### src/rtl/kb_axi4lite_slave_regs.sv
// AXI4-Lite responder with NUM_REGS 32-bit registers. Read-only slots mirror
// ro_data_i; every bus output is a flop. Write and read paths are independent.
module kb_axi4lite_slave_regs #(
  parameter int unsigned          NUM_REGS  = 8,
  parameter logic [NUM_REGS-1:0]  RO_MASK   = 8'h80,
  parameter logic [31:0]          RESET_VAL = 32'h0
) (
  input  logic                     ACLK,
  input  logic                     ARESETn,
  input  logic [31:0]              AWADDR,
  input  logic [2:0]               AWPROT,
  input  logic                     AWVALID,
  output logic                     AWREADY,
  input  logic [31:0]              WDATA,
  input  logic [3:0]               WSTRB,
  input  logic                     WVALID,
  output logic                     WREADY,
  output logic [1:0]               BRESP,
  output logic                     BVALID,
  input  logic                     BREADY,
  input  logic [31:0]              ARADDR,
  input  logic [2:0]               ARPROT,
  input  logic                     ARVALID,
  output logic                     ARREADY,
  output logic [31:0]              RDATA,
  output logic [1:0]               RRESP,
  output logic                     RVALID,
  input  logic                     RREADY,
  output logic [32*NUM_REGS-1:0]   reg_o,
  input  logic [32*NUM_REGS-1:0]   ro_data_i,
  output logic [NUM_REGS-1:0]      wr_pulse_o
);

  localparam logic [31:0] ADDR_LIMIT = 32'(4 * NUM_REGS);
  localparam logic [1:0]  RESP_OKAY  = 2'b00;
  localparam logic [1:0]  RESP_SLVERR = 2'b10;

  typedef enum logic {WR_IDLE, WR_RESP} wr_state_t;
  typedef enum logic {RD_IDLE, RD_RESP} rd_state_t;

  wr_state_t wr_state, wr_state_d;
  rd_state_t rd_state, rd_state_d;

  logic        aw_held, aw_held_d, w_held, w_held_d;
  logic [31:0] awaddr_q, awaddr_d, wdata_q, wdata_d;
  logic [3:0]  wstrb_q, wstrb_d;
  logic        awready_d, wready_d, bvalid_d, arready_d, rvalid_d;
  logic [1:0]  bresp_d, rresp_d;
  logic [31:0] rdata_d;
  logic [NUM_REGS-1:0] wr_pulse_d;
  logic [31:0] regs_q [NUM_REGS];
  logic [31:0] regs_d [NUM_REGS];
  logic        wr_rw_hit;

  logic unused_prot;
  assign unused_prot = ^{AWPROT, ARPROT};

  // Pack register storage onto the flat output bus.
  for (genvar g = 0; g < NUM_REGS; g++) begin : g_pack
    assign reg_o[32*g +: 32] = regs_q[g];
  end

  // Write path next-state: independent AW/W capture, commit once both are held.
  always_comb begin
    wr_state_d = wr_state;
    aw_held_d  = aw_held;
    w_held_d   = w_held;
    awaddr_d   = awaddr_q;
    wdata_d    = wdata_q;
    wstrb_d    = wstrb_q;
    awready_d  = AWREADY;
    wready_d   = WREADY;
    bvalid_d   = BVALID;
    bresp_d    = BRESP;
    wr_pulse_d = '0;
    regs_d     = regs_q;
    wr_rw_hit  = 1'b0;
    if (awaddr_q < ADDR_LIMIT) begin
      for (int unsigned i = 0; i < NUM_REGS; i++) begin
        if (awaddr_q[5:2] == 4'(i) && !RO_MASK[i]) wr_rw_hit = 1'b1;
      end
    end
    case (wr_state)
      WR_IDLE: begin
        if (aw_held && w_held) begin
          if (wr_rw_hit) begin
            for (int unsigned i = 0; i < NUM_REGS; i++) begin
              if (awaddr_q[5:2] == 4'(i)) begin
                wr_pulse_d[i] = 1'b1;
                for (int unsigned b = 0; b < 4; b++) begin
                  if (wstrb_q[b]) regs_d[i][8*b +: 8] = wdata_q[8*b +: 8];
                end
              end
            end
            bresp_d = RESP_OKAY;
          end else begin
            bresp_d = RESP_SLVERR;
          end
          bvalid_d   = 1'b1;
          aw_held_d  = 1'b0;
          w_held_d   = 1'b0;
          awready_d  = 1'b0;
          wready_d   = 1'b0;
          wr_state_d = WR_RESP;
        end else begin
          if (AWVALID && AWREADY) begin
            awaddr_d  = AWADDR;
            aw_held_d = 1'b1;
            awready_d = 1'b0;
          end else begin
            awready_d = !aw_held;
          end
          if (WVALID && WREADY) begin
            wdata_d  = WDATA;
            wstrb_d  = WSTRB;
            w_held_d = 1'b1;
            wready_d = 1'b0;
          end else begin
            wready_d = !w_held;
          end
        end
      end
      WR_RESP: begin
        if (BREADY) begin
          bvalid_d   = 1'b0;
          awready_d  = 1'b1;
          wready_d   = 1'b1;
          wr_state_d = WR_IDLE;
        end
      end
      default: wr_state_d = WR_IDLE;
    endcase
  end

  // Write path state and registered outputs.
  always_ff @(posedge ACLK or negedge ARESETn) begin
    if (!ARESETn) begin
      wr_state   <= WR_IDLE;
      aw_held    <= 1'b0;
      w_held     <= 1'b0;
      awaddr_q   <= '0;
      wdata_q    <= '0;
      wstrb_q    <= '0;
      AWREADY    <= 1'b0;
      WREADY     <= 1'b0;
      BVALID     <= 1'b0;
      BRESP      <= '0;
      wr_pulse_o <= '0;
      for (int unsigned i = 0; i < NUM_REGS; i++) regs_q[i] <= RESET_VAL;
    end else begin
      wr_state   <= wr_state_d;
      aw_held    <= aw_held_d;
      w_held     <= w_held_d;
      awaddr_q   <= awaddr_d;
      wdata_q    <= wdata_d;
      wstrb_q    <= wstrb_d;
      AWREADY    <= awready_d;
      WREADY     <= wready_d;
      BVALID     <= bvalid_d;
      BRESP      <= bresp_d;
      wr_pulse_o <= wr_pulse_d;
      regs_q     <= regs_d;
    end
  end

  // Read path next-state: data sampled from current (pre-commit) register values.
  always_comb begin
    rd_state_d = rd_state;
    arready_d  = ARREADY;
    rvalid_d   = RVALID;
    rdata_d    = RDATA;
    rresp_d    = RRESP;
    case (rd_state)
      RD_IDLE: begin
        if (ARVALID && ARREADY) begin
          rdata_d = '0;
          rresp_d = RESP_SLVERR;
          if (ARADDR < ADDR_LIMIT) begin
            rresp_d = RESP_OKAY;
            for (int unsigned i = 0; i < NUM_REGS; i++) begin
              if (ARADDR[5:2] == 4'(i)) rdata_d = RO_MASK[i] ? ro_data_i[32*i +: 32] : regs_q[i];
            end
          end
          rvalid_d   = 1'b1;
          arready_d  = 1'b0;
          rd_state_d = RD_RESP;
        end else begin
          arready_d = 1'b1;
        end
      end
      RD_RESP: begin
        if (RREADY) begin
          rvalid_d   = 1'b0;
          arready_d  = 1'b1;
          rd_state_d = RD_IDLE;
        end
      end
      default: rd_state_d = RD_IDLE;
    endcase
  end

  // Read path state and registered outputs.
  always_ff @(posedge ACLK or negedge ARESETn) begin
    if (!ARESETn) begin
      rd_state <= RD_IDLE;
      ARREADY  <= 1'b0;
      RVALID   <= 1'b0;
      RDATA    <= '0;
      RRESP    <= '0;
    end else begin
      rd_state <= rd_state_d;
      ARREADY  <= arready_d;
      RVALID   <= rvalid_d;
      RDATA    <= rdata_d;
      RRESP    <= rresp_d;
    end
  end

endmodule

### config.mk
export PLATFORM = sky130hd
export DESIGN_NAME = kb_axi4lite_slave_regs
export DESIGN_NICKNAME = d
export VERILOG_FILES = /design/src/rtl/kb_axi4lite_slave_regs.sv
export SDC_FILE = /design/constraint.sdc
export NUM_CORES = 1
export LEC_CHECK = 0
export ABC_AREA = 1
export CAP_MARGIN = 20
export CELL_PAD_IN_SITES_DETAIL_PLACEMENT = 0
export CELL_PAD_IN_SITES_GLOBAL_PLACEMENT = 2
export CORE_MARGIN = 2
export CORE_UTILIZATION = 26
export DETAILED_ROUTE_END_ITERATION = 10
export PLACE_DENSITY_LB_ADDON = 0.1
export SETUP_SLACK_MARGIN = 0.05
export SLEW_MARGIN = 40
export SYNTH_ARGS = -nofsm -noshare
export SYNTH_HDL_FRONTEND = slang
export SYNTH_SLANG_ARGS = --single-unit
### constraint.sdc
create_clock -name ACLK -period 4.2 [get_ports ACLK]
set_clock_uncertainty 0.05 [all_clocks]
set_input_delay 0.42 -clock ACLK [delete_from_list [all_inputs] [get_ports ACLK]]
set_output_delay 0.42 -clock ACLK [all_outputs]
set_load 0.005 [all_outputs]
**Yosys cells after proc, flatten, opt, wreduce, memory -nomap -nowiden**

Cells that the tools add are included.

- Bits in registers: 377
- Input port bits: 369
- Output and inout bits: 305
- Word-level logic and storage cells: 176

- $lt $le $gt $ge: 2
- Eq/ne operators: 18
- Muxes and demuxes: 55
- Bitwise operators: 3
- Reductions and logical operators: 50

Operators with widths:

| kind | count |
|---|---|
| $mux W32 | 9 |
| $reduce_and A5 Y1 | 32 |
| $lt A32 B6 Y1 const B | 2 |
| $mux W1 | 34 |
| $eq A4 B3 Y1 const B | 8 |
| $mux W8 | 3 |
| $eq A4 B2 Y1 const B | 4 |
| $pmux W1 S2 | 7 |
| $reduce_and A2 Y1 | 6 |
| $eq A4 B1 Y1 const B | 2 |
| $logic_not A4 Y1 | 2 |
| $ne A2 B2 Y1 const B | 4 |
| $reduce_and A3 Y1 | 2 |
| $logic_and A1 B1 Y1 | 4 |
| $mux W2 | 2 |
| $reduce_bool A2 Y1 | 2 |
| $not A1 Y1 | 3 |
| $logic_not A1 Y1 | 2 |

**Longest topological paths before layout**

- Word-level depth: 12
- Mapped depth: 12
- Mapped depth without buffers: 10

**Worst setup path after synthesis**

OpenSTA, ideal clock, no wires.

- Kind: reg2reg
- Start point: register awaddr_q[12]
- End point: register regs_q, in the netlist reg_o[168]
- Library setup time: 0.117 ns
- Arrival: 1.577 ns
- Data required time: 4.033 ns
- Slack: 2.456 ns
- Stages on the path, launching flop included: 12
- Buffers on the path: 3
- Clock period less this slack: 1.744 ns
- Cell sequence: dfrtp_1 nor2_1 nand2_1 nor2_2 nand3_1 nor2_2 buf_6 buf_12 nand3_2 buf_6 o21ai_1 inv_1

- Cells in the longest elaborated chain, start to end: 3

Ends and longest elaborated chain:

| element | RTL line | source |
|---|---|---|
| start: declaration | 45 | `logic [31:0] awaddr_q, awaddr_d, wdata_q, wdata_d;` |
| start signal: assignment | 154 | `awaddr_q <= awaddr_d;` |
| $lt A32 B6 Y1 | 78 | `if (awaddr_q < ADDR_LIMIT) begin` |
| $mux W1 | 78 |  |
| $reduce_and A5 Y1 (no source line) | -- |  |
| end signal: assignment | 162 | `regs_q <= regs_d;` |
| end: declaration | 51 | `logic [31:0] regs_q [NUM_REGS];` |

Every way passes these cells.
A chain may end at the register's enable or synchronous reset.

**Worst setup path in the final report**

- Start point: register awaddr_q[29]
- End point: register regs_q, in the netlist reg_o[142]

Same word-level chain as after synthesis.

==> summary.txt <==
Worst setup path
  – Crit start category: register
  – Setup crit start: awaddr_q[29]$_DFFE_PN0P_
  – WP data required: 4.62 ns
  – Worst-path cell with the longest stage delay: nand3_1
  – Crit path DAT: 3.35 ns
  – Crit. End Element: register
  – Max incr delay on CP: 0.73 ns
  – Critical path type: register to register
  – Max FO, Critical Path: 25
  – Critical path, cell by cell: nor2_1 > nand3_1 > nor2_1 > nand2_1 > nor2_4 > nand3_1 > o21ai_0 > inv_1
  – Reg-to-reg startpoint: awaddr_q[29]$_DFFE_PN0P_

Yosys
  – Number of synthesized register bits: 373
  – Post-synth cell types: 32
  – Ys Warns: 0
  – Avg Cell Area, Syn: 8.09 µm²
  – Synth Area in Adders: 0%
  – XOR/XNOR Fraction of Synth Area: 0%
  – Post-synthesis cell count: 2124
  – Largest area contributor in the netlist: dfrtp_1
  – Mapped cell area: 17200 µm²
  – Yosys top cell area share: 54.3%
  – Seq/Total Area, Yosys: 54.3%
  – Dominant synthesized flop cell: dfrtp_1
  – Synth area leaders: dfrtp_1 (54%), inv_1 (9.9%), nand2_1 (9.6%)
  – FFs w/ async S/R, synth: 100%
  – Post-synthesis mux area share: 1.77%
  – Simple-Gate Fraction of Synth Area: 20.7%
  – Complex-gate fraction of the synthesized area: 9.59%
  – Main combinational cell family by area after synthesis: simple AND/OR/NAND/NOR gates
  – EDFF count, synth: 0

Global route
  – Met3 Usage GRT: 5.76%
  – First-pass GRT wire length: 97000 µm
  – Met1 Use GR: 26.8%
  – Largest net degree at the start of global routing: 95
  – GRT Resource Usage Total: 19.3%
  – Initial antenna violation count: 7
  – M2 GR Usage: 29.4%
  – Gr busiest metal: met2
  – Number of global-route vias before repair: 14500
  – Gr ovfl total: 0

Clocking
  – # clock sinks: 373
  – Number of gates resized after CTS: 0
  – Worst skew pair latency: 0.59 ns
  – Max Buffers Root-to-Sink: 3
  – Clk root buf: clkbuf_16
  – Num CTS Buffers: 48
  – CTS clk-pin slew, worst paths: 0.06 ns
  – CTS tree: yes
  – H-tree Lvls: 2

Timing
  – Final Hold Viols: 0
  – Setup TNS: 0 ns
  – Worst slew pin tran: 0.789 ns
  – Slew HR: 47.3%
  – Final setup violation count: 0
  – RSZ-0062 raised after global routing: no
  – Fmax: 342 MHz
  – Share of the clock period used by the worst path: 69.7%
  – Pins Over Slew Limit: 0
  – Shortest period the worst path allows: 2.93 ns
  – Hold WS: 0.284 ns

Routing
  – DRC: 0
  – Total number of vias: 14600
  – Vias per std cell: 4.26
  – Post-Route WL: 66300 µm
  – Wire per inst: 19.3 µm
  – Final ANT Viol Nets: 0
  – Initial drt markers: 923
  – DRT Pass-1 Iters: 5

Placement
  – PortBufs: 437
  – RePlAce Congestion: 0.788
  – Hpwl dp: 49000 µm
  – Placed insts: 3337

Floorplanning
  – Die width: 261 µm
  – Die Y-Extent: 261 µm
  – Core Box Area: 65600 µm²
  – Die area: 68200 µm²
  – Initial cell density of the core: 26.2%
  – I/O pin cnt: 674
  – Rows: 94

Cells and area
  – Commonest non-fill, non-tap cell in the layout: inv_1
  – Layout Utilization: 36.7%
  – Area Overhead vs Synth: 40.2%
  – Most frequent cells in the layout: inv_1 (454), nand2_1 (440), clkdlybuf4s50_1 (436)
  – Nets@finish: 2894
  – Fraction of layout cells with a size suffix above 1: 6.75%
  – Non-Filler Instances: 3430

Power
  – Tot Pwr: 0.0100 W
  – Worst ir drop on vdd: 334 µV
  – Leakage dissipation: 13.0 nW
  – PwrDens: 416 nW/µm²

Status
  – Run status: finished clean

Worst hold path
  – Worst min path class: primary input to asynchronous set/reset pin

Job
  – Max-Cap Viols: 0
kinds of logic (layout without fill, tap and decap cells):
kind of cell,after synthesis,after routing
multiplexers,27,27
flip-flops,373,373
other,1,7
AO/OA/AOI/OAI,324,324
AND/OR/NAND/NOR,821,821
buffers and inverters,578,1014
Yosys cell counts, types with 2 or more instances:
cell type	number
buf_4	2
o31ai_1	2
nor2_1	141
clkbuf_1	68
inv_2	2
o211ai_1	6
dfrtp_1	373
inv_1	454
nand4_1	41
o21ai_1	66
nand3_4	3
nor2_2	3
buf_2	37
nand2_1	440
nand3_2	9
nor3_2	5
nor3_1	34
buf_6	12
mux2_2	27
a21oi_1	95
o21ai_0	153
nand3_1	141
power breakdown:
group,internal [W],switching [W],leakage [nW]
Combinational,0.000503,0.000719,7.21
Sequential,0.00394,0.000558,4.99
Clock,0.00265,0.00165,0.817
worst max-delay path, delay by kind of cell, from the launching register on:
family,cells,cell delay (ns)
flip-flops,1,0.37
AO/OA/AOI/OAI,1,0.38
AND/OR/NAND/NOR,6,1.91
buffers and inverters,1,0.06
registers in the layout (all words and copies together) (netlist names):
register / cells
ARREADY: 1
AWREADY: 1
BRESP: 1
BVALID: 1
RDATA: 32
RRESP: 1
RVALID: 1
WREADY: 1
aw_held: 1
awaddr_q: 30
rd_state: 1
reg_o: 256
w_held: 1
wdata_q: 32
wr_pulse_o: 8
wr_state: 1
wstrb_q: 4
final cells by class:
cell class | count | area [µm²]
Antenna cell | 4 | 10.0
Tap cell | 864 | 1080
Sequential cell | 373 | 9330
Clock inverter | 11 | 143
Fill cell | 6861 | 41500
Inverter | 457 | 1720
Multi-Input combinational cell | 1175 | 5580
Timing Repair Buffer | 470 | 4700
Clock buffer | 76 | 1520
metrics by stage:
stage | worst slack [ns] | instance area, µm²
CTS | 1.13 | 24000
finish | 1.27 | 24100
detailed placement | 1.04 | 22400
global route | 0.851 | 24100
global placement | 1.07 | 22400
floorplan | 2.46 | 17200
path summary, 6_finish.rpt:
kind | to | cells after the start | slack, ns
min in group ACLK | reg_o[235]$_DFFE_PN0P_ | 0 | 0.32
worst max-delay path | reg_o[142]$_DFFE_PN0P_ | 8 | 1.27
worst min register to register | reg_o[235]$_DFFE_PN0P_ | 0 | 0.32
worst max register to register | reg_o[142]$_DFFE_PN0P_ | 8 | 1.27
worst min-delay path | awaddr_q[28]$_DFFE_PN0P_ | 2 | 0.28
max in group asynchronous | RDATA[15]$_DFFE_PN0P_ | 4 | 2.59
repair_timing:
action | CTS | global route
buffers inserted | 0 | 0
hold endpoints to repair | 88 | 0
hold buffers | 1 | 0
layer usage:
layer	share of wire (%)	wire length, µm
met1	46	30700
met2	44	29000
met3	8.2	5440
met4	1.7	1110
met5	0.053	35
Note: power is estimated with default switching activity, not from simulation.
